[config.mk]
export PLATFORM = sky130hd
export DESIGN_NAME = adc_serial_responder
export DESIGN_NICKNAME = d
export VERILOG_FILES = /design/src/rtl/adc_serial_responder.sv
export SDC_FILE = /design/constraint.sdc
export NUM_CORES = 1
export LEC_CHECK = 0
export CAP_MARGIN = 20
export CORE_MARGIN = 4
export CORE_UTILIZATION = 43
export CTS_CLUSTER_SIZE = 16
export DETAILED_ROUTE_END_ITERATION = 16
export GPL_TIMING_DRIVEN = 0
export PLACE_DENSITY = 0.68
export SYNTH_ARGS = -nofsm -noshare
export SYNTH_HDL_FRONTEND = slang
export SYNTH_SLANG_ARGS = --single-unit
[constraint.sdc]
create_clock -name clk -period 5.95 [get_ports clk]
set_input_delay 0.8925 -clock clk [delete_from_list [all_inputs] [get_ports clk]]
set_output_delay 0.8925 -clock clk [all_outputs]
set_load 0.01 [all_outputs]
[src/rtl/adc_serial_responder.sv]
// rtl/adc_serial_responder.sv - serial ADC emulator answering a master's sclk/cs frames
//
// Purpose: behaves like a two-channel serial ADC. On each chip-select window it
// shifts out LEAD_ZEROS zero bits followed by a DATA_BITS sample (MSB first) on
// both channels, advancing on falling edges of the master's serial clock.
// Either the parallel samples or an internal ramp (ch2 = inverted ramp) is sent.
//
// Ports:
//   clk          system clock (>= 4x sclk_in)
//   reset_n      asynchronous active-low reset
//   sclk_in      serial clock from master (asynchronous)
//   cs_in        active-low chip select from master (asynchronous)
//   sample_ch1   parallel sample, channel 1
//   sample_ch2   parallel sample, channel 2
//   pattern_en   1 = send internal ramp instead of samples
//   sdata_ch1    serial data, channel 1
//   sdata_ch2    serial data, channel 2
//   sdata_oe     high while a frame is selected
//   frame_done   one-clk pulse per completed frame
//   short_frame  one-clk pulse when cs deasserts before frame completes
//   frame_count  count of completed frames (wraps)

module adc_serial_responder #(
   parameter int LEAD_ZEROS = 4,
   parameter int DATA_BITS  = 12,
   parameter int RAMP_STEP  = 1
) (
   input  logic                 clk,
   input  logic                 reset_n,
   input  logic                 sclk_in,
   input  logic                 cs_in,
   input  logic [DATA_BITS-1:0] sample_ch1,
   input  logic [DATA_BITS-1:0] sample_ch2,
   input  logic                 pattern_en,
   output logic                 sdata_ch1,
   output logic                 sdata_ch2,
   output logic                 sdata_oe,
   output logic                 frame_done,
   output logic                 short_frame,
   output logic [15:0]          frame_count
);

   localparam int FRAME_BITS = LEAD_ZEROS + DATA_BITS;
   localparam int CNT_W      = $clog2(FRAME_BITS + 1);
   localparam logic [CNT_W-1:0]     LAST_BIT = CNT_W'(FRAME_BITS - 1);
   localparam logic [DATA_BITS-1:0] RAMP_INC = DATA_BITS'(RAMP_STEP);

   typedef enum logic [1:0] {IDLE, SHIFT, DONE} state_t;

   state_t r_state;
   state_t w_next;

   // Synchronizers reset to 1: cs deasserted, sclk idle high.
   logic r_sclk_meta, r_sclk_sync, r_sclk_prev;
   logic r_cs_meta, r_cs_sync, r_cs_prev;

   logic [FRAME_BITS-1:0] r_sh1, r_sh2;
   logic [CNT_W-1:0]      r_bit_cnt;
   logic [DATA_BITS-1:0]  r_ramp;
   logic [15:0]           r_frame_count;
   logic                  r_oe, r_frame_done, r_short_frame;

   logic w_sclk_fall, w_cs_fall, w_cs_rise;
   logic w_load, w_shift, w_complete, w_abort, w_release;
   logic [DATA_BITS-1:0] w_data1, w_data2;

   always_ff @(posedge clk or negedge reset_n) begin
      if (!reset_n) begin
         r_sclk_meta <= 1'b1;
         r_sclk_sync <= 1'b1;
         r_sclk_prev <= 1'b1;
         r_cs_meta   <= 1'b1;
         r_cs_sync   <= 1'b1;
         r_cs_prev   <= 1'b1;
      end else begin
         r_sclk_meta <= sclk_in;
         r_sclk_sync <= r_sclk_meta;
         r_sclk_prev <= r_sclk_sync;
         r_cs_meta   <= cs_in;
         r_cs_sync   <= r_cs_meta;
         r_cs_prev   <= r_cs_sync;
      end
   end

   assign w_sclk_fall = r_sclk_prev & ~r_sclk_sync;
   assign w_cs_fall   = r_cs_prev & ~r_cs_sync;
   assign w_cs_rise   = ~r_cs_prev & r_cs_sync;

   // Channel 2 pattern is (2^DATA_BITS-1) - ramp, i.e. the bitwise inverse.
   assign w_data1 = pattern_en ? r_ramp  : sample_ch1;
   assign w_data2 = pattern_en ? ~r_ramp : sample_ch2;

   always_ff @(posedge clk or negedge reset_n) begin
      if (!reset_n) r_state <= IDLE;
      else          r_state <= w_next;
   end

   always_comb begin
      w_next     = r_state;
      w_load     = 1'b0;
      w_shift    = 1'b0;
      w_complete = 1'b0;
      w_abort    = 1'b0;
      w_release  = 1'b0;
      case (r_state)
         IDLE: begin
            if (w_cs_fall) begin
               w_load = 1'b1;
               w_next = SHIFT;
            end
         end
         SHIFT: begin
            // cs release wins over a coincident sclk edge
            if (w_cs_rise) begin
               w_abort = 1'b1;
               w_next  = IDLE;
            end else if (w_sclk_fall) begin
               w_shift = 1'b1;
               if (r_bit_cnt == LAST_BIT) begin
                  w_complete = 1'b1;
                  w_next     = DONE;
               end
            end
         end
         DONE: begin
            if (w_cs_rise) begin
               w_release = 1'b1;
               w_next    = IDLE;
            end
         end
         default: w_next = IDLE;
      endcase
   end

   always_ff @(posedge clk or negedge reset_n) begin
      if (!reset_n) begin
         r_sh1         <= '0;
         r_sh2         <= '0;
         r_bit_cnt     <= '0;
         r_ramp        <= '0;
         r_frame_count <= '0;
         r_oe          <= 1'b0;
         r_frame_done  <= 1'b0;
         r_short_frame <= 1'b0;
      end else begin
         r_frame_done  <= w_complete;
         r_short_frame <= w_abort;
         if (w_load) begin
            // Leading zeros come from zero-extension; MSB (a zero) is on the line now.
            r_sh1     <= FRAME_BITS'(w_data1);
            r_sh2     <= FRAME_BITS'(w_data2);
            r_bit_cnt <= '0;
            r_oe      <= 1'b1;
         end else if (w_abort || w_release) begin
            r_sh1     <= '0;
            r_sh2     <= '0;
            r_bit_cnt <= '0;
            r_oe      <= 1'b0;
         end else if (w_shift) begin
            r_bit_cnt <= r_bit_cnt + 1'b1;
            if (w_complete) begin
               r_sh1         <= '0;
               r_sh2         <= '0;
               r_frame_count <= r_frame_count + 16'd1;
               r_ramp        <= r_ramp + RAMP_INC;
            end else begin
               r_sh1 <= r_sh1 << 1;
               r_sh2 <= r_sh2 << 1;
            end
         end
      end
   end

   assign sdata_ch1   = r_sh1[FRAME_BITS-1];
   assign sdata_ch2   = r_sh2[FRAME_BITS-1];
   assign sdata_oe    = r_oe;
   assign frame_done  = r_frame_done;
   assign short_frame = r_short_frame;
   assign frame_count = r_frame_count;

endmodule
==> results.cfg <==
[run_status]
status = complete, no violations

[critical_path]
worstSetupEndpointType = flop
path_class = flop to flop
critPathMaxFanout = 10
required_ns = 6.17
cp_data_arrival_time_ns = 2.79
startpoint_type = flop

[route]
viasPerCell = 5.36
remaining_drc_errors = 0
dr.pass1.iters = 4
drt_iter0_drc = 112
ant_nets = 0
avgRoutedWirePerCell_um = 16.1
finalWirelength_mm = 7.62
num_vias = 2534

[synthesis]
ys_async_sr_fraction_pct = 100
synth-seq-area-share_pct = 54.7
syn_avg_cell_area_um2 = 11.4
syn_inst = 306
syn-cell-area_mm2 = 0.00349
synth_seq_cells = 76
yosysWarnings = 0
synth_nets = 339
synth_ff_type = dfrtp_1
synth_top_area_share_pct = 50.2
synth_area_leaders = dfrtp_1 (50%), mux2i_1 (6.9%), xnor2_1 (6.8%)
synth_edf_count = 0
synth_top_area_cell = dfrtp_1
ys_types = 37

[cells_and_area]
ff_latch_area_mm2 = 0.00191
finalInstanceArea_mm2 = 0.00434
n_fill_cell = 683
multi_input_area_mm2 = 0.00144
diodes = 0
utilization_pct = 55.6
finalNetCount = 399
syn_to_final_growth_pct = 24.5
drive_above_1_share_pct = 10.2

[clocking]
clock_sinks = 76
cts_root_buf = clkbuf_8
clk_latency_ns = 0.35
cts_htree_levels = 3
hold_buffers = 0
cts.path.max_buffers = 2
post_cts_resized = 0
cts-buffers-inserted = 9
clk_pin_slew_ns = 0.07
cts_tree = done
post_cts_buffers = 0

[global_routing]
antenna_found_initial = 0
grt_pass1_vias = 2624
grt_pass1_wl_mm = 13.1
grt_max_degree = 61
grt-ovfl-total = 0
grtUsageTotal_pct = 17.1

[placed_design]
gp_congestion = 0.833
place_ws_ns = 3.27
io_buffers = 48
dpl.hpwl_mm = 5.45
placed_cell_area_mm2 = 0.00412

[worst_hold_path]
hold_class = flop to flop

[sta]
period_needed_ns = 2.56
slew_violations = 0
tightest_slew_ns = 0.888
finalSetupViolations = 0
hold_violations = 0
relSlewSlack_pct = 40.3
clock.fmax_mhz = 390
skew_ns = 0.00963
worst_slack_ns = 3.39
rsz0062_at_grt = false
final_min_period_over_clock_period_pct = 43.1
tns_ns = 0

[die]
chipHeight_um = 98.1
die_area_mm2 = 0.00962
die_w_um = 98.1
row_count = 32
coreArea_mm2 = 0.00781
initial_utilization_pct = 44.7
io_pins = 50

[power]
leakagePower_nw = 1.90
power_density_mw_per_mm2 = 271
peakVddDrop_mv = 0.130
power_w = 0.00118

[run]
cap_violations = 0
## final timing paths
kind | from | to | slack [ns] | depth (start not counted)
setup / recovery | r_bit_cnt[0] | r_ramp[8] | 3.39 | 8
hold / removal | r_sclk_meta | r_sclk_sync | 0.36 | 0
setup reg to reg | r_bit_cnt[0] | r_ramp[8] | 3.39 | 8
hold reg to reg | r_sclk_meta | r_sclk_sync | 0.36 | 0
max in group asynchronous | reset_n | r_cs_sync | 4.93 | 2
min in group asynchronous | reset_n | r_sh2[8] | 0.40 | 1
## registers in the layout (all words and copies together) (netlist names), 2 cells and up
| signal | count |
|---|---|
| frame_count | 16 |
| r_bit_cnt | 5 |
| r_ramp | 12 |
| r_sh1 | 16 |
| r_sh2 | 16 |
| r_state | 2 |
## per-stage QoR
step                hold WS (ns)  instances
floorplan                  0.345        306
global placement           0.346        456
detailed placement         0.348        457
CTS                        0.359        473
global route               0.361        473
finish                     0.357        473
## where the power goes
| part | internal (W) | total, W | switching, W | leakage (nW) |
|---|---|---|---|---|
| clock network | 0.000239 | 0.000424 | 0.000185 | 0.112 |
| logic | 0.0000804 | 0.000152 | 0.0000719 | 0.780 |
| registers | 0.000569 | 0.000600 | 0.0000313 | 1.01 |
## cell type report
class                      count  share of cell area [%]
sequential                    76                    44.0
multi-input combinational    201                    33.0
timing repair buffer          49                    11.6
clock buffer                  13                    4.12
tap                          102                    2.94
buffer                        16                    2.19
inverter                      13                    1.12
clock inverter                 3                   0.980
## logic make-up after synthesis
logic type      share of synthesized area [%]
simple gates                             15.2
flops                                    54.7
compound gates                           10.0
xor+xnor                                 7.28
buf+inv                                  4.12
mux                                      7.21
fa+ha+maj                                1.43
## routing by layer
layer / global-route usage [%] / vias up / part of all wire (%)
met5: 0 / - / 0
li1: - / 1214 / -
met3: 5.29 / 8 / 4.6
met1: 24.2 / 1264 / 48
met2: 25.3 / 48 / 46
met4: 5.32 / 0 / 1.3
## critical path: stages (launching register included)
cell and delay, ns:
dfrtp_1 0.39, ha_1 0.19, and3_1 0.17, ha_1 0.20
nand3b_1 0.14, nor3_1 0.70, buf_2 0.36, nand3_1 0.13
xnor2_1 0.14
## cells in the mapped netlist, types with 3 or more instances
cell	n
and3_1	5
nor2_1	29
dfstp_2	6
mux2i_1	24
nand3_1	15
o21ai_0	7
inv_1	13
nand2_1	17
a22o_1	5
dfrtp_1	70
nand4_1	10
ha_1	4
a221o_1	22
buf_6	4
xnor2_1	27
a21oi_1	7
and2_1	3
nor2b_1	4
clkbuf_1	7
buf_2	4
## cell usage in the layout (no fill, tap or decap), types with 2 or more instances in the layout
cell type | synthesis | routed
a221o_1 | 22 | 22
a22o_1 | 5 | 5
and4bb_2 | 2 | 2
mux2i_1 | 24 | 24
nor3_1 | 2 | 2
xnor2_1 | 27 | 27
o21ai_0 | 7 | 7
buf_6 | 4 | 4
and3_1 | 5 | 5
and4_1 | 2 | 2
nand3_1 | 15 | 15
buf_2 | 4 | 4
nand2b_1 | 2 | 2
nand4_1 | 10 | 10
clkdlybuf4s50_1 | 0 | 47
nor2_1 | 29 | 29
nand2_1 | 17 | 17
xor2_1 | 2 | 2
a21oi_1 | 7 | 7
dfrtp_1 | 70 | 70
clkbuf_1 | 7 | 7
nor4_1 | 2 | 2
ha_1 | 4 | 4
dfstp_2 | 6 | 6
clkbuf_8 | 0 | 13
nor2b_1 | 4 | 4
and2_1 | 3 | 3
inv_1 | 13 | 13
Power figures use the tool's default switching activity.
